--- src/rtl/alien_march_controller_pkg.sv ---
// Shared constants for the alien march block: screen geometry, formation defaults
// and the march state encoding.
package alien_march_controller_pkg;

  localparam int HRES     = 640;
  localparam int VRES     = 480;
  localparam int PADDLE_H = 16;

  localparam int DEF_ALIEN_COLS  = 8;
  localparam int DEF_ALIEN_ROWS  = 4;
  localparam int DEF_COL_PITCH   = 32;
  localparam int DEF_ROW_PITCH   = 16;
  localparam int DEF_ALIEN_W     = 24;
  localparam int DEF_ALIEN_H     = 12;
  localparam int DEF_START_X     = 32;
  localparam int DEF_START_Y     = 32;
  localparam int DEF_HSTEP       = 4;
  localparam int DEF_VDROP       = 8;
  localparam int DEF_STEP_PERIOD = 4;

  typedef logic [1:0] march_state_t;
  localparam march_state_t RUN    = 2'd0;
  localparam march_state_t LANDED = 2'd1;
  localparam march_state_t FROZEN = 2'd2;

endpackage

--- src/rtl/alien_march_controller_extents.sv ---
// Combinational extents of the live formation: leftmost/rightmost live column,
// bottom live row and an any-alive flag.
module alien_live_extents
  import alien_march_controller_pkg::*;
#(
  parameter int ALIEN_COLS = DEF_ALIEN_COLS,
  parameter int ALIEN_ROWS = DEF_ALIEN_ROWS
) (
  input  logic [ALIEN_COLS*ALIEN_ROWS-1:0] alive,
  output logic [3:0]                       left_col,
  output logic [3:0]                       right_col,
  output logic [2:0]                       bottom_row,
  output logic                             any_alive
);

  logic [ALIEN_COLS-1:0] col_any;
  logic [ALIEN_ROWS-1:0] row_any;

  always_comb begin
    col_any = '0;
    row_any = '0;
    for (int r = 0; r < ALIEN_ROWS; r++) begin
      for (int c = 0; c < ALIEN_COLS; c++) begin
        if (alive[r*ALIEN_COLS+c]) begin
          col_any[c] = 1'b1;
          row_any[r] = 1'b1;
        end
      end
    end
  end

  // Later assignments win, so scan order picks the extreme index.
  always_comb begin
    left_col   = '0;
    right_col  = '0;
    bottom_row = '0;
    for (int c = ALIEN_COLS - 1; c >= 0; c--)
      if (col_any[c]) left_col = 4'(c);
    for (int c = 0; c < ALIEN_COLS; c++)
      if (col_any[c]) right_col = 4'(c);
    for (int r = 0; r < ALIEN_ROWS; r++)
      if (row_any[r]) bottom_row = 3'(r);
  end

  assign any_alive = |col_any;

endmodule

--- src/rtl/alien_march_controller.sv ---
// Alien formation owner: march timing, edge bounce/drop, kills, landing and the
// per-pixel sprite flag. Define ALIEN_SPEEDUP_EN to shorten the step period per wave.
module alien_march_controller
  import alien_march_controller_pkg::*;
#(
  parameter int ALIEN_COLS  = DEF_ALIEN_COLS,
  parameter int ALIEN_ROWS  = DEF_ALIEN_ROWS,
  parameter int COL_PITCH   = DEF_COL_PITCH,
  parameter int ROW_PITCH   = DEF_ROW_PITCH,
  parameter int ALIEN_W     = DEF_ALIEN_W,
  parameter int ALIEN_H     = DEF_ALIEN_H,
  parameter int START_X     = DEF_START_X,
  parameter int START_Y     = DEF_START_Y,
  parameter int HSTEP       = DEF_HSTEP,
  parameter int VDROP       = DEF_VDROP,
  parameter int STEP_PERIOD = DEF_STEP_PERIOD
) (
  input  logic               pixel_clk,
  input  logic               rst,
  input  logic               fsync,
  input  logic               game_over,
  input  logic signed [11:0] hpos,
  input  logic signed [11:0] vpos,
  input  logic               kill_valid,
  input  logic [3:0]         kill_col,
  input  logic [2:0]         kill_row,
  output logic               active_alien,
  output logic               alien_reached_paddle,
  output logic signed [11:0] form_x,
  output logic signed [11:0] form_y,
  output logic [7:0]         aliens_left,
  output logic               wave_clear
);

  localparam int CELLS = ALIEN_COLS * ALIEN_ROWS;
  localparam int CSH   = $clog2(COL_PITCH);
  localparam int RSH   = $clog2(ROW_PITCH);
  localparam logic signed [12:0] HSTEP_S   = 13'(HSTEP);
  localparam logic signed [12:0] VDROP_S   = 13'(VDROP);
  localparam logic signed [12:0] ALIEN_W_S = 13'(ALIEN_W);
  localparam logic signed [12:0] ALIEN_H_S = 13'(ALIEN_H);
  localparam logic signed [12:0] START_X_S = 13'(START_X);
  localparam logic signed [12:0] START_Y_S = 13'(START_Y);
  localparam logic signed [12:0] RIGHT_LIM = 13'(HRES);
  localparam logic signed [12:0] LAND_LIM  = 13'(VRES - PADDLE_H);

  march_state_t       state;
  logic signed [12:0] pos_x, pos_y;
  logic               dir_left;
  logic [CELLS-1:0]   alive;
  logic [15:0]        frame_cnt, cur_period;
  logic               go_q;

  logic [3:0] left_col, right_col;
  logic [2:0] bottom_row;
  logic       any_alive;

  alien_live_extents #(
    .ALIEN_COLS(ALIEN_COLS),
    .ALIEN_ROWS(ALIEN_ROWS)
  ) u_extents (
    .alive     (alive),
    .left_col  (left_col),
    .right_col (right_col),
    .bottom_row(bottom_row),
    .any_alive (any_alive)
  );

  logic game_over_fall, respawn;
  assign game_over_fall = go_q && !game_over;
  assign respawn = rst || game_over_fall || (wave_clear && !game_over);

`ifdef ALIEN_SPEEDUP_EN
  logic [15:0] period_q;
  always_ff @(posedge pixel_clk) begin
    if (rst || game_over_fall)
      period_q <= 16'(STEP_PERIOD);
    else if (wave_clear && !game_over && period_q > 16'd1)
      period_q <= period_q - 16'd1;
  end
  assign cur_period = period_q;
`else
  assign cur_period = 16'(STEP_PERIOD);
`endif

  // Step candidate; the extents come from the mask before any same-cycle kill.
  logic signed [12:0] nx, next_x, next_y, col_l_off, col_r_off, row_b_off;
  logic bounce, lands, frame_wrap, step;
  assign nx        = dir_left ? pos_x - HSTEP_S : pos_x + HSTEP_S;
  assign col_l_off = $signed({9'd0, left_col} << CSH);
  assign col_r_off = $signed({9'd0, right_col} << CSH);
  assign row_b_off = $signed({10'd0, bottom_row} << RSH);
  assign bounce    = dir_left ? (nx + col_l_off < 13'sd0)
                              : (nx + col_r_off + ALIEN_W_S > RIGHT_LIM);
  assign next_x    = bounce ? pos_x : nx;
  assign next_y    = bounce ? pos_y + VDROP_S : pos_y;
  assign lands     = (next_y + row_b_off + ALIEN_H_S >= LAND_LIM);
  assign frame_wrap = fsync && (frame_cnt == cur_period - 16'd1);
  assign step       = frame_wrap && any_alive;

  logic [CELLS-1:0] kill_mask;
  logic             kill_hit;
  always_comb begin
    kill_mask = '0;
    for (int r = 0; r < ALIEN_ROWS; r++)
      for (int c = 0; c < ALIEN_COLS; c++)
        if (kill_col == 4'(c) && kill_row == 3'(r)) kill_mask[r*ALIEN_COLS+c] = 1'b1;
  end
  assign kill_hit = kill_valid && |(kill_mask & alive);

  logic signed [12:0] dx, dy;
  logic [12:0] cell_c, cell_r, lo_x, lo_y;
  logic        pix_hit;
  assign dx     = {hpos[11], hpos} - pos_x;
  assign dy     = {vpos[11], vpos} - pos_y;
  assign cell_c = $unsigned(dx) >> CSH;
  assign cell_r = $unsigned(dy) >> RSH;
  assign lo_x   = $unsigned(dx) & 13'(COL_PITCH - 1);
  assign lo_y   = $unsigned(dy) & 13'(ROW_PITCH - 1);

  always_comb begin
    pix_hit = 1'b0;
    if (!dx[12] && !dy[12] && lo_x < 13'(ALIEN_W) && lo_y < 13'(ALIEN_H))
      for (int r = 0; r < ALIEN_ROWS; r++)
        for (int c = 0; c < ALIEN_COLS; c++)
          if (cell_c == 13'(c) && cell_r == 13'(r) && alive[r*ALIEN_COLS+c]) pix_hit = 1'b1;
  end

  // Respawn beats freeze, freeze beats marching; LANDED simply holds.
  always_ff @(posedge pixel_clk) begin
    wave_clear <= 1'b0;
    if (respawn) begin
      state       <= RUN;
      pos_x       <= START_X_S;
      pos_y       <= START_Y_S;
      dir_left    <= 1'b0;
      alive       <= '1;
      frame_cnt   <= '0;
      aliens_left <= 8'(CELLS);
    end else if (game_over) begin
      state <= FROZEN;
    end else if (state == RUN) begin
      if (fsync) frame_cnt <= frame_wrap ? 16'd0 : frame_cnt + 16'd1;
      if (step) begin
        pos_x <= next_x;
        pos_y <= next_y;
        if (bounce) dir_left <= !dir_left;
        if (lands) state <= LANDED;
      end
      if (kill_hit) begin
        alive       <= alive & ~kill_mask;
        aliens_left <= aliens_left - 8'd1;
        wave_clear  <= (aliens_left == 8'd1);
      end
    end
  end

  always_ff @(posedge pixel_clk) begin
    if (rst) begin
      go_q         <= 1'b0;
      active_alien <= 1'b0;
    end else begin
      go_q         <= game_over;
      active_alien <= pix_hit;
    end
  end

  assign alien_reached_paddle = (state == LANDED);
  assign form_x = pos_x[11:0];
  assign form_y = pos_y[11:0];

endmodule

--- config.mk ---
export PLATFORM = sky130hd
export DESIGN_NAME = alien_march_controller
export DESIGN_NICKNAME = d
export VERILOG_FILES = /design/src/rtl/alien_march_controller_pkg.sv /design/src/rtl/alien_march_controller_extents.sv /design/src/rtl/alien_march_controller.sv
export SDC_FILE = /design/constraint.sdc
export NUM_CORES = 1
export LEC_CHECK = 0
export ABC_CLOCK_PERIOD_IN_PS = 15500
export BUFFER_PORTS_ARGS = -buffer_cell sky130_fd_sc_hd__buf_2
export CELL_PAD_IN_SITES_DETAIL_PLACEMENT = 0
export CELL_PAD_IN_SITES_GLOBAL_PLACEMENT = 1
export CORE_UTILIZATION = 49
export CTS_BUF_LIST = sky130_fd_sc_hd__clkbuf_2 sky130_fd_sc_hd__clkbuf_4 sky130_fd_sc_hd__clkbuf_8
export DETAILED_ROUTE_END_ITERATION = 12
export GPL_ROUTABILITY_DRIVEN = 0
export PLACE_DENSITY = 0.86
export SLEW_MARGIN = 15
export SYNTH_ARGS = -nofsm -noshare
export SYNTH_HDL_FRONTEND = slang
export SYNTH_SLANG_ARGS = --single-unit
--- constraint.sdc ---
create_clock -name pixel_clk -period 15.5 [get_ports pixel_clk]
set_input_delay 1.55 -clock pixel_clk [delete_from_list [all_inputs] [get_ports pixel_clk]]
set_output_delay 1.55 -clock pixel_clk [all_outputs]
set_load 0.03 [all_outputs]
Word level (Yosys, flattened, before mapping):

Index checks and enable logic that the tools add are counted.
W data, S select, Z words.

* add/sub/neg operators: 12
* magnitude comparators: 5
* equality and inequality tests: 23
* muxes and demuxes: 146
* bitwise logic cells: 8
* reduce and logical (&&, ||, !) cells: 130

Operator list (number)
* $mux W1: 123
* $logic_and A1 B1 Y1: 104
* $and A32 B32 Y32: 2
* $mux W3: 12
* $eq A8 B3 Y1 const B: 4
* $not A32 Y32: 1
* $reduce_or A32 Y1: 1
* $add A13 B10 Y13: 2
* $add A13 B5 Y13 const B: 2
* $logic_not A13 Y1: 2
* $mux W13: 2
* $sub A13 B13 Y13: 2
* $eq A9 B2 Y1 const B: 2
* $add A16 B1 Y16 const B: 1
* $eq A16 B2 Y1 const B: 1
* $eq A4 B3 Y1 const B: 4
* $eq A8 B1 Y1 const B: 2
* $eq A8 B2 Y1 const B: 2
* $mux W16: 1
* $mux W2: 8
* $reduce_and A3 Y1: 5
* $add A13 B4 Y13 const B: 1
* $add A13 B6 Y13 const B: 1
* $add A13 B8 Y13: 1
* 24 further kinds: 38

* bits in registers: 88
* input port bits: 36
* output and inout port bits: 35
* logic and storage cells: 335

Depth between registers and ports, before layout:

Gate-level depths: netlist of the first run.

* word-level depth: 36
* gate-level depth with buffers: 24
* depth with buffers taken out: 23

By module:

A second synthesis of the first run with hierarchy kept.

* cell total of the unflattened synthesis: 818
* area, all modules: 6454.9 um2

Modules (own cells, without submodules)
* alien_march_controller: times used 1, cells an instance 774, area each 6153.4 um2, seq. area each 1661.6 um2
* alien_live_extents: times used 1, cells an instance 44, area each 301.5 um2, seq. area each 0.0 um2

Worst setup path after synthesis of the first run:

Ideal clock, no wire load.

* path type: register -> register
* start: register dir_left
* end: register state[0]
* setup time: 0.069 ns
* arrival time: 4.799 ns
* data required time: 15.431 ns
* path slack: 10.632 ns
* stages on the path, launching flop included: 23
* path buffers: 1
* clock period less this slack: 4.868 ns
* cell sequence: dfxtp_1 -> ha_1 -> a21o_1 -> a21oi_1 -> xnor2_1 -> ha_1 -> nor2b_1 -> o21a_1 -> or3_1 -> a32o_1 -> a311o_1 -> a32o_2 -> buf_6 -> a21oi_1 -> inv_1 -> ha_1 -> nand3_1 -> mux2i_1 -> nor2_1 -> nor4_2 -> xnor2_1 -> nand3_1 -> o21ai_1

* word-level cells in the longest chain between the ends: 10
* elaborated cells between the ends (all ways): 12
* those cells by class: add/sub: 5; order compare: 3; mux: 3; reduce/logical: 1

RTL lines
* from (decl): line alien_march_controller.sv:49 `logic dir_left;`
* from (signal assigned): line alien_march_controller.sv:147 `if (bounce) dir_left <= !dir_left;`
* $mux W13 *: line alien_march_controller.sv:89 `assign nx = dir_left ? pos_x - HSTEP_S : pos_x + HSTEP_S;`
* named net nx[5]: line alien_march_controller.sv:87 `logic signed [12:0] nx, next_x, next_y, col_l_off, col_r_off, row_b_off;`
* $add A13 B10 Y13: line alien_march_controller.sv:94 `: (nx + col_r_off + ALIEN_W_S > RIGHT_LIM);`
* $add A13 B6 Y13: line alien_march_controller.sv:94
* $gt A13 B11 Y1: line alien_march_controller.sv:94
* $mux W1 *: line alien_march_controller.sv:93 `assign bounce = dir_left ? (nx + col_l_off < 13'sd0)`
* $mux W13 *: line alien_march_controller.sv:96 `assign next_y = bounce ? pos_y + VDROP_S : pos_y;`
* named net next_y[4]: line alien_march_controller.sv:87
* $add A13 B8 Y13 *: line alien_march_controller.sv:97 `assign lands = (next_y + row_b_off + ALIEN_H_S >= LAND_LIM);`
* $add A13 B5 Y13 *: line alien_march_controller.sv:97
* $ge A13 B10 Y1 *: line alien_march_controller.sv:97
* $reduce_and A3 Y1 (no line) *
* to (signal assigned): line alien_march_controller.sv:133 `state <= RUN;`
* to (signal assigned): line alien_march_controller.sv:141 `state <= FROZEN;`
* to (signal assigned): line alien_march_controller.sv:148 `if (lands) state <= LANDED;`
* to (decl): line alien_march_controller.sv:47 `march_state_t state;`

Mark *: on every way through the listed nets, which the timed path passes. The rest lies on a longest branch.
A chain may end at the register's enable or synchronous reset.

Final worst setup path of the first run:

Ends and elaborated chain as after synthesis.

==> qor.csv, run 1 <==
stage,metric,value,unit
sta,final period utilization,0.3706,
clock_tree,cts bufs inserted,9,
sta,Slew @ Worst Pin,1.055,ns
floorplan,Die ar.,13120,µm²
layout,final core utilization,0.5487,
setup_path,WP depth,23,
setup_path,CP max-delay cell,dfxtp_1,
sta,RSZ-0062 raised after global routing,no,
clock_tree,Clock Sinks,83,
floorplan,Die Span X,114.6,µm
global_routing,first-pass GRT wire length,26180,µm
sta,Pins Over Slew Limit,0,
setup_path,CP peak stage delay,0.73,ns
hold_path,type of the worst min-delay path,flip-flop to flip-flop,
clock_tree,post-CTS setup buffer count,0,
global_routing,largest net degree at the start of global routing,37,
hold_path,Hold Crit Depth,1,
clock_tree,cts hold-fix bufs,0,
setup_path,WS Path Type,flip-flop to flip-flop,
sta,Fin. Hold Viols,0,
clock_tree,Root Buffer,clkbuf_8,
logic_synthesis,Synth Flop Type,dfxtp_1,
setup_path,crit path DAT,6.05,ns
logic_synthesis,Synth Register Bits,83,
logic_synthesis,synthesized cell area,6208,µm²
setup_path,Top delay family on crit path,compound AO/OA/AOI/OAI gates,
clock_tree,Worst-Skew Late Latency,0.38,ns
clock_tree,"Clk pin slew, worst setup/hold paths",0.09,ns
sta,Finish-stage setup viols,0,
pwr,cell leakage power,2.555,nW
detailed_routing,via-per-instance ratio,5.790,
setup_path,R2R cell count,23,
logic_synthesis,sequential area share after synthesis,0.2676,
detailed_routing,WL final,15770,µm
logic_synthesis,Yosys top cell area share,0.2676,
logic_synthesis,Ys Warns,0,
global_routing,GRT overflow,0,
setup_path,CP required,15.81,ns
flow_run,max-cap viol count,0,
setup_path,Setup crit start kind,flip-flop,
sta,setup TNS,0,ns
layout,# diodes,0,
detailed_routing,Iter 0 DRT Violations,398,
logic_synthesis,most common library cells after synthesis,"dfxtp_1 (83), nor2_1 (79), nand2_1 (76), o21ai_0 (59), ha_1 (40)",
sta,Max transition margin,0.2922,
logic_synthesis,Synth Instances,764,
floorplan,Die Ht,114.6,µm
global_routing,overall routing resource usage,0.2510,
placed_design,hpwl dp,12080,µm
logic_synthesis,synthesized area per cell,8.126,µm²
setup_path,WP buf/inv,1,
logic_synthesis,leading area contributor after synthesis,dfxtp_1,
sta,Setup Skew,0.01055,ns
global_routing,antenna violations before repair,0,
logic_synthesis,number of synthesized flops with an enable pin,0,
logic_synthesis,ys async rst share,0,
logic_synthesis,Synth area leaders,"dfxtp_1 (27%), ha_1 (8.1%), xnor2_1 (5.5%)",
layout,final-stage net count,873,
status,status,finished clean,
setup_path,CP Max Fanout,16,
placed_design,I/O Buffers,61,
detailed_routing,Wirelength per Cell,16.34,µm
sta,Final min period,5.744,ns
clock_tree,CTS tree,yes,
pwr,worst vdd ir,0.00005205,V
placed_design,placed inst area,6471,µm²
layout,cell area after layout,6673,µm²
global_routing,vias in the first global route,5300,
clock_tree,Max H-tree Level,3,
layout,fraction of layout cells with a size suffix above 1,0.1380,
detailed_routing,ANT nets after route,0,
layout,Area Overhead vs Synth,7.477,%
floorplan,CORE AREA,12160,µm²
detailed_routing,via count,5587,
sta,Fmax,174.1,MHz
setup_path,Crit. End Element,flip-flop,
detailed_routing,Remaining DRCs,0,
floorplan,# IOs,71,
detailed_routing,1st-pass router iterations,7,
floorplan,Rows,40,
pwr,pwr/cell area,63.77,nW/µm²
setup_path,worst path cell trace,ha_1 > o21ai_0 > o21ai_0 > a21oi_1 > xnor2_1 > ha_1 > or2_2 > o22ai_1 > nor4_1 > a21boi_0 > a21oi_1 > a32o_2 > nor2_1 > a21oi_1 > inv_1 > ha_1 > nand3_1 > mux2i_1 > nor2_1 > nor4_2 > xnor2_1 > nand3_1 > o21ai_1,
logic_synthesis,count of cell types in the netlist,71,
clock_tree,clk buf depth,2,
logic_synthesis,"count leader, synth",dfxtp_1,
clock_tree,post-cts sizing count,0,
floorplan,initial core utilization,0.5105,
==> worst register-to-register path, stage by stage, from the launching register on <==
cell and delay, ns:
dfxtp_1 0.73, ha_1 0.43, o21ai_0 0.31, o21ai_0 0.13, a21oi_1 0.18, xnor2_1 0.26, ha_1 0.32, or2_2 0.14
o22ai_1 0.12, nor4_1 0.47, a21boi_0 0.15, a21oi_1 0.14, a32o_2 0.45, nor2_1 0.08, a21oi_1 0.24, inv_1 0.08
ha_1 0.30, nand3_1 0.07, mux2i_1 0.25, nor2_1 0.13, nor4_2 0.29, xnor2_1 0.16, nand3_1 0.09, o21ai_1 0.14
==> flip-flops by register name, summed over array words and instances, names as in the netlist <==
name / flops
frame_cnt: 16
aliens_left: 8
active_alien: 1
pos_y: 10
state: 2
pos_x: 11
alive: 32
wave_clear: 1
dir_left: 1
go_q: 1
==> path summary, 6_finish.rpt <==
path,from,to,slack (ns)
worst min-delay path,aliens_left[7],wave_clear,0.49
worst max-delay path,dir_left,state[0],9.76
worst min register to register,aliens_left[7],wave_clear,0.49
worst max register to register,dir_left,state[0],9.76
==> cells in the final DEF (no fill, tap or decap), types with 9 or more instances in the layout <==
cell      instances
nor4_1           19
xnor2_1          39
nand2b_1         12
ha_1             40
nor2_1           78
o21ai_0          59
dfxtp_1          83
nor3_1           12
nand2_1          76
mux4_2           10
mux2i_1          13
inv_1            39
clkbuf_8          9
nand3_1          20
a21o_1            9
a211oi_1          9
xor2_1           20
buf_2            61
a21oi_1          32
nor2b_1          13
==> cells by family after synthesis <==
group / share of synthesized area
adder cells (fa/ha/maj): 0.09351
other: 0.0006040
flip-flops: 0.2676
AND/OR/NAND/NOR: 0.2358
AO/OA/AOI/OAI: 0.1828
multiplexers: 0.06328
buffers and inverters: 0.06953
XOR/XNOR: 0.08686
==> report_power, final <==
group	total, mW	internal [mW]	leakage, nW	switching [mW]
logic	0.0472	0.0183	1.79	0.0290
registers	0.216	0.214	0.671	0.00137
clock network	0.163	0.0766	0.0964	0.0861
==> area by class of cell <==
cell class | count | area, µm²
fill | 1177 | 5489
multi-input combinational | 597 | 4139
sequential | 83 | 1662
timing repair buffer | 63 | 320.3
tap | 168 | 210.2
inverter | 39 | 146.4
clock buffer | 10 | 131.4
clock inverter | 5 | 63.81
==> metal layers <==
layer	up-vias	GRT usage	wire length [µm]
met1	2631	0.3284	7238
met5	-	0	0
met3	19	0.04817	805
met2	165	0.4303	7532
met4	0	0.05022	191
li1	2772	-	-
==> metrics by stage <==
step / worst slack [ns] / hold WS (ns) / cells / total power [mW]
floorplan: 10.63 / 0.4578 / 768 / 0.2548
global route: 9.094 / 0.5011 / 965 / 0.4439
global placement: 10.03 / 0.4716 / 950 / 0.2659
CTS: 9.785 / 0.4947 / 965 / 0.4282
finish: 9.756 / 0.4898 / 965 / 0.4255
detailed placement: 9.863 / 0.4746 / 950 / 0.2673
No activity file was read; power rests on OpenSTA's default activity.
==> run 2, diff against run 1 <==
--- a/config.mk
+++ b/config.mk
@@ -5,15 +5,16 @@
 export SDC_FILE = /design/constraint.sdc
 export NUM_CORES = 1
 export LEC_CHECK = 0
-export ABC_CLOCK_PERIOD_IN_PS = 15500
+export ABC_AREA = 1
+export ABC_CLOCK_PERIOD_IN_PS = 5700
 export BUFFER_PORTS_ARGS = -buffer_cell sky130_fd_sc_hd__buf_2
 export CELL_PAD_IN_SITES_DETAIL_PLACEMENT = 0
 export CELL_PAD_IN_SITES_GLOBAL_PLACEMENT = 1
-export CORE_UTILIZATION = 49
+export CORE_UTILIZATION = 43
 export CTS_BUF_LIST = sky130_fd_sc_hd__clkbuf_2 sky130_fd_sc_hd__clkbuf_4 sky130_fd_sc_hd__clkbuf_8
 export DETAILED_ROUTE_END_ITERATION = 12
 export GPL_ROUTABILITY_DRIVEN = 0
-export PLACE_DENSITY = 0.86
+export PLACE_DENSITY = 0.81
 export SLEW_MARGIN = 15
 export SYNTH_ARGS = -nofsm -noshare
 export SYNTH_HDL_FRONTEND = slang
==> constraint.sdc (replaced) <==
create_clock -name pixel_clk -period 5.7 [get_ports pixel_clk]
set_input_delay 0.57 -clock pixel_clk [delete_from_list [all_inputs] [get_ports pixel_clk]]
set_output_delay 0.57 -clock pixel_clk [all_outputs]
set_load 0.03 [all_outputs]
==> qor.csv, run 2 <==
stage,metric,value,unit
logic_synthesis,synthesized cell area,6654,µm²
clock_tree,"Clk pin slew, worst setup/hold paths",0.10,ns
hold_path,type of the worst min-delay path,input pin to flip-flop,
detailed_routing,Remaining DRCs,0,
clock_tree,post-cts sizing count,0,
sta,Fmax,196.9,MHz
setup_path,Crit. End Element,flip-flop,
layout,"commonest non-fill, non-tap cell in the layout",nand2_1,
detailed_routing,ANT nets after route,0,
setup_path,CP Max Fanout,14,
sta,setup TNS,0,ns
setup_path,CP max-delay cell,dfxtp_1,
floorplan,Die Span X,126.4,µm
detailed_routing,Wirelength per Cell,13.41,µm
logic_synthesis,ys async rst share,0,
logic_synthesis,Synth Flop Type,dfxtp_1,
clock_tree,Max H-tree Level,3,
layout,top flop regs,"alive: 32 flops, frame_cnt: 16 flops, pos_x: 11 flops",
setup_path,CP required,5.99,ns
global_routing,GR Util met1,0.2970,
clock_tree,cts bufs inserted,9,
setup_path,Setup crit start kind,flip-flop,
global_routing,overall routing resource usage,0.2262,
layout,# diodes,0,
layout,"flip-flop count of the largest register, all copies and words added",32,
sta,Finish-stage setup viols,0,
floorplan,initial core utilization,0.4393,
logic_synthesis,Ys Warns,0,
clock_tree,CTS tree,yes,
placed_design,Placed Cells incl. Taps,1273,
floorplan,# IOs,71,
layout,"Most flops, register",alive,
detailed_routing,WL final,17290,µm
sta,Final min period,5.078,ns
layout,Area Overhead vs Synth,8.443,%
layout,most frequent cells in the layout,"nand2_1 (258), inv_1 (157), nor2_1 (90)",
logic_synthesis,Synth Register Bits,83,
setup_path,WS Path Type,flip-flop to flip-flop,
global_routing,GRT met3 Usage,0.03838,
setup_path,CP peak stage delay,0.60,ns
logic_synthesis,most common library cells after synthesis,"nand2_1 (258), inv_1 (157), nor2_1 (90), dfxtp_1 (83), nand3_1 (77)",
floorplan,Rows,45,
detailed_routing,Iter 0 DRT Violations,347,
floorplan,Die ar.,15980,µm²
global_routing,M2 GR Usage,0.3767,
setup_path,Crit path top cell by count,nand2_1,
global_routing,GRT overflow,0,
detailed_routing,1st-pass router iterations,5,
sta,Max transition margin,0.3425,
floorplan,Die Ht,126.4,µm
clock_tree,post-CTS setup buffer count,0,
clock_tree,cts hold-fix bufs,0,
pwr,pwr/cell area,178.9,nW/µm²
logic_synthesis,number of synthesized flops with an enable pin,0,
sta,final period utilization,0.8908,
logic_synthesis,Yosys top cell area share,0.2497,
detailed_routing,via count,6583,
sta,Slew @ Worst Pin,0.9826,ns
sta,Fin. Hold Viols,0,
global_routing,gr busiest metal,met2,
status,status,finished clean,
logic_synthesis,count of cell types in the netlist,48,
global_routing,first-pass GRT wire length,29000,µm
clock_tree,Worst-Skew Late Latency,0.39,ns
global_routing,vias in the first global route,6075,
logic_synthesis,"count leader, synth",nand2_1,
layout,post-route insts no fill,1289,
logic_synthesis,leading area contributor after synthesis,dfxtp_1,
setup_path,crit path DAT,5.36,ns
global_routing,antenna violations before repair,0,
sta,Setup Skew,0.01834,ns
logic_synthesis,Synth area leaders,"dfxtp_1 (25%), nand2_1 (15%), inv_1 (8.9%)",
sta,RSZ-0062 raised after global routing,no,
pwr,worst vdd ir,0.0001449,V
layout,final-stage net count,1176,
sta,Pins Over Slew Limit,0,
placed_design,I/O Buffers,61,
logic_synthesis,synthesized area per cell,6.301,µm²
placed_design,hpwl dp,13720,µm
logic_synthesis,sequential area share after synthesis,0.2497,
global_routing,largest net degree at the start of global routing,56,
pwr,cell leakage power,3.467,nW
logic_synthesis,Synth Instances,1056,
layout,fraction of layout cells with a size suffix above 1,0.1017,
clock_tree,clk buf depth,2,
floorplan,CORE AREA,15150,µm²
flow_run,max-cap viol count,0,
detailed_routing,via-per-instance ratio,5.107,
clock_tree,Clock Sinks,83,
clock_tree,Root Buffer,clkbuf_8,
run 2: layer usage:
metal  up-vias  part of all wire
li1       3500                 -
met4         0             0.018
met1      2934              0.49
met3        23             0.038
met2       126              0.45
met5         -                 0
run 2: final timing paths:
| check | start | to | slack, ns | cells after the start |
|---|---|---|---|---|
| setup / recovery | dir_left | state[0] | 0.62 | 36 |
| hold / removal | rst | go_q | 0.43 | 2 |
| setup reg to reg | dir_left | state[0] | 0.62 | 36 |
| hold reg to reg | alive[22] | alive[22] | 0.46 | 2 |
run 2: kinds of logic after synthesis:
family          synth area share
fa+ha+maj                0.08725
xor+xnor                 0.03949
compound gates            0.1352
buf+inv                   0.1273
simple gates              0.3605
other cells            0.0005636
flops                     0.2497
run 2: critical path, delay by kind of cell (launching register included):
family	cells	cell delay (ns)
XOR/XNOR	2	0.27
flip-flops	1	0.60
AO/OA/AOI/OAI	3	0.31
AND/OR/NAND/NOR	24	2.31
adder cells (fa/ha/maj)	3	1.08
buffers and inverters	4	0.38
run 2: per-stage QoR:
| step | cell area [µm²] | setup WS (ns) | utilization | total power [mW] | hold WS (ns) |
|---|---|---|---|---|---|
| 2_1_floorplan | 6669 | 1.322 | - | 0.7441 | 0.4363 |
| 3_3_place_gp | 6985 | 0.6400 | 0.4612 | 0.7904 | 0.4455 |
| 3_5_place_dp | 6985 | 0.6420 | 0.4612 | 0.7900 | 0.4515 |
| 4_1_cts | 7216 | 0.5835 | 0.4764 | 1.304 | 0.4088 |
| 5_1_grt | 7216 | 0.06031 | 0.4764 | 1.351 | 0.4271 |
| 6_report | 7216 | 0.6224 | 0.4764 | 1.291 | 0.4290 |
run 2: cell type report:
| type | instances | area (µm²) |
|---|---|---|
| Clock inverter | 7 | 106.4 |
| Inverter | 160 | 600.6 |
| Fill cell | 1619 | 7930 |
| Multi-Input combinational cell | 778 | 4160 |
| Tap cell | 188 | 235.2 |
| Sequential cell | 83 | 1662 |
| Clock buffer | 9 | 123.9 |
| Timing Repair Buffer | 64 | 327.8 |
run 2: power breakdown:
group	switching (mW)	total, mW	internal, mW
combinational	0.124	0.184	0.0600
clock	0.259	0.514	0.255
sequential	0.00658	0.593	0.586
==> run 3, diff against run 2 <==
--- a/config.mk
+++ b/config.mk
@@ -5,12 +5,11 @@
 export SDC_FILE = /design/constraint.sdc
 export NUM_CORES = 1
 export LEC_CHECK = 0
-export ABC_AREA = 1
 export ABC_CLOCK_PERIOD_IN_PS = 5700
 export BUFFER_PORTS_ARGS = -buffer_cell sky130_fd_sc_hd__buf_2
 export CELL_PAD_IN_SITES_DETAIL_PLACEMENT = 0
 export CELL_PAD_IN_SITES_GLOBAL_PLACEMENT = 1
-export CORE_UTILIZATION = 43
+export CORE_UTILIZATION = 46
 export CTS_BUF_LIST = sky130_fd_sc_hd__clkbuf_2 sky130_fd_sc_hd__clkbuf_4 sky130_fd_sc_hd__clkbuf_8
 export DETAILED_ROUTE_END_ITERATION = 12
 export GPL_ROUTABILITY_DRIVEN = 0
==> qor.csv, run 3 (synthesis results as in run 1) <==
stage,metric,value,unit
layout,Area Overhead vs Synth,8.908,%
floorplan,initial core utilization,0.4707,
sta,RSZ-0062 raised after global routing,no,
setup_path,WP buf/inv,1,
global_routing,first-pass GRT wire length,26130,µm
clock_tree,cts bufs inserted,9,
global_routing,largest net degree at the start of global routing,38,
layout,final-stage net count,881,
global_routing,overall routing resource usage,0.2341,
pwr,Sw Share,0.2774,
layout,Fill cells,1287,
floorplan,Die Ht,118.2,µm
detailed_routing,DRT met1 WL,7279,µm
sta,Pins Over Slew Limit,0,
clock_tree,"Clk pin slew, worst setup/hold paths",0.09,ns
detailed_routing,via count,5633,
pwr,Clk network pwr share,0.384,
floorplan,Die ar.,13970,µm²
floorplan,CORE AREA,13190,µm²
clock_tree,Clock Sinks,83,
pwr,Switch Pwr,0.3214,mW
placed_design,I/O Buffers,61,
clock_tree,Worst-Skew Late Latency,0.38,ns
layout,# diodes,0,
detailed_routing,via-per-instance ratio,5.742,
sta,Final min period,5.178,ns
setup_path,CP peak stage delay,0.44,ns
floorplan,Die Span X,118.2,µm
pwr,pwr/cell area,171.4,nW/µm²
pwr,cell leakage power,2.595,nW
clock_tree,Max H-tree Level,3,
setup_path,Top delay family on crit path,compound AO/OA/AOI/OAI gates,
status,status,finished clean,
setup_path,Crit. End Element,flip-flop,
sta,Max transition margin,0.3036,
sta,Fin. Hold Viols,0,
detailed_routing,max layer used,met4,
setup_path,CP Max Fanout,8,
detailed_routing,Iter 0 DRT Violations,398,
detailed_routing,DR WL met3,848,µm
detailed_routing,WL final,15870,µm
detailed_routing,ANT nets after route,0,
sta,Fmax,193.1,MHz
detailed_routing,metal2 WL,7202,µm
floorplan,# IOs,71,
layout,"Most flops, register",alive,
pwr,combinational power share,0.110,
global_routing,vias in the first global route,5258,
layout,"flip-flop count of the largest register, all copies and words added",32,
setup_path,WS Path Type,flip-flop to flip-flop,
setup_path,worst path cell trace,ha_1 > o21ai_0 > o21ai_0 > a21oi_1 > xnor2_1 > ha_1 > or2_2 > o22ai_1 > nand2_1 > a32o_1 > a311o_1 > a32o_4 > a21oi_1 > inv_1 > ha_1 > nand3_1 > mux2i_1 > nor2_1 > nor4_2 > xnor2_1 > nand3_1 > o21ai_1,
detailed_routing,Wirelength per Cell,16.18,µm
setup_path,CP max-delay cell,dfxtp_1,
layout,fraction of layout cells with a size suffix above 1,0.1478,
layout,most frequent cells in the layout,"dfxtp_1 (83), nor2_1 (78), nand2_1 (76)",
setup_path,CP required,6.02,ns
detailed_routing,1st-pass router iterations,6,
flow_run,max-cap viol count,0,
setup_path,Crit path top cell by count,ha_1,
sta,setup TNS,0,ns
layout,"commonest non-fill, non-tap cell in the layout",dfxtp_1,
setup_path,Setup crit start kind,flip-flop,
sta,Finish-stage setup viols,0,
pwr,Internal Power,0.8374,mW
pwr,Reg power frac,0.506,
clock_tree,Root Buffer,clkbuf_8,
clock_tree,CTS tree,yes,
pwr,worst vdd ir,0.00009070,V
clock_tree,clk buf depth,2,
layout,post-route insts no fill,981,
sta,Slew @ Worst Pin,1.038,ns
setup_path,crit path DAT,5.49,ns
floorplan,Rows,42,
placed_design,hpwl dp,12160,µm
global_routing,GRT overflow,0,
hold_path,type of the worst min-delay path,input pin to flip-flop,
layout,top flop regs,"alive: 32 flops, frame_cnt: 16 flops, pos_x: 11 flops",
sta,final period utilization,0.9085,
sta,Setup Skew,0.01067,ns
global_routing,antenna violations before repair,0,
detailed_routing,Remaining DRCs,0,
placed_design,Placed Cells incl. Taps,963,
## run 3: power by group through the flow
stage / logic (mW) / clock network [mW] / registers (mW)
2_1_floorplan: 0.0912 / 0 / 0.602
3_3_place_gp: 0.124 / 0 / 0.600
3_5_place_dp: 0.127 / 0 / 0.600
4_1_cts: 0.128 / 0.458 / 0.586
5_1_grt: 0.141 / 0.480 / 0.587
6_report: 0.128 / 0.445 / 0.586
## run 3: area by class of cell
| type | count | area (µm²) | area share |
|---|---|---|---|
| multi-input combinational | 597 | 4155 | 0.6145 |
| timing repair buffer | 71 | 380.4 | 0.05625 |
| inverter | 39 | 146.4 | 0.02165 |
| clock buffer | 9 | 123.9 | 0.01832 |
| clock inverter | 6 | 73.82 | 0.01092 |
| tap | 176 | 220.2 | 0.03257 |
| sequential | 83 | 1662 | 0.2457 |
## run 3: worst paths after layout
kind | startpoint | to | slack [ns] | depth (start not counted)
worst max-delay path | dir_left | state[0] | 0.52 | 22
worst max register to register | dir_left | state[0] | 0.52 | 22
worst min-delay path | rst | go_q | 0.44 | 2
worst min register to register | aliens_left[7] | wave_clear | 0.49 | 1
## run 3: worst reg2reg max path, cell delays in order (launching register included)
cell,delay (ns)
dfxtp_1,0.44
ha_1,0.34
o21ai_0,0.31
o21ai_0,0.13
a21oi_1,0.19
xnor2_1,0.16
ha_1,0.27
or2_2,0.30
o22ai_1,0.26
nand2_1,0.09
a32o_1,0.22
a311o_1,0.29
a32o_4,0.35
a21oi_1,0.26
inv_1,0.10
ha_1,0.30
nand3_1,0.07
mux2i_1,0.22
nor2_1,0.12
nor4_2,0.30
xnor2_1,0.16
nand3_1,0.09
o21ai_1,0.14
## run 3: metrics by stage
step                      power, mW  hold slack (ns)  setup slack, ns    util  area, µm²
after global placement       0.7235           0.4638           0.5033  0.4942       6519
after CTS                     1.172           0.4202           0.3677  0.5092       6716
after floorplan              0.6929           0.4578           0.8317       -       6223
after global routing          1.208           0.4407          0.04977  0.5126       6761
final                         1.159           0.4396           0.5217  0.5126       6761
after detailed placement     0.7269           0.4764           0.3885  0.4942       6519
## run 3: timing repair
action                     4_1_cts  5_1_grt
setup endpoints to repair        0        1
hold buffers                     0        0
gates resized for setup          0        3
buffers inserted                 0        3
## run 3: metal layers
layer  vias to the layer above  GRT usage
li1                       2791          -
met1                      2618     0.3058
met2                       184     0.3739
met3                        40    0.03909
met4                         0     0.1154
met5                         -          0
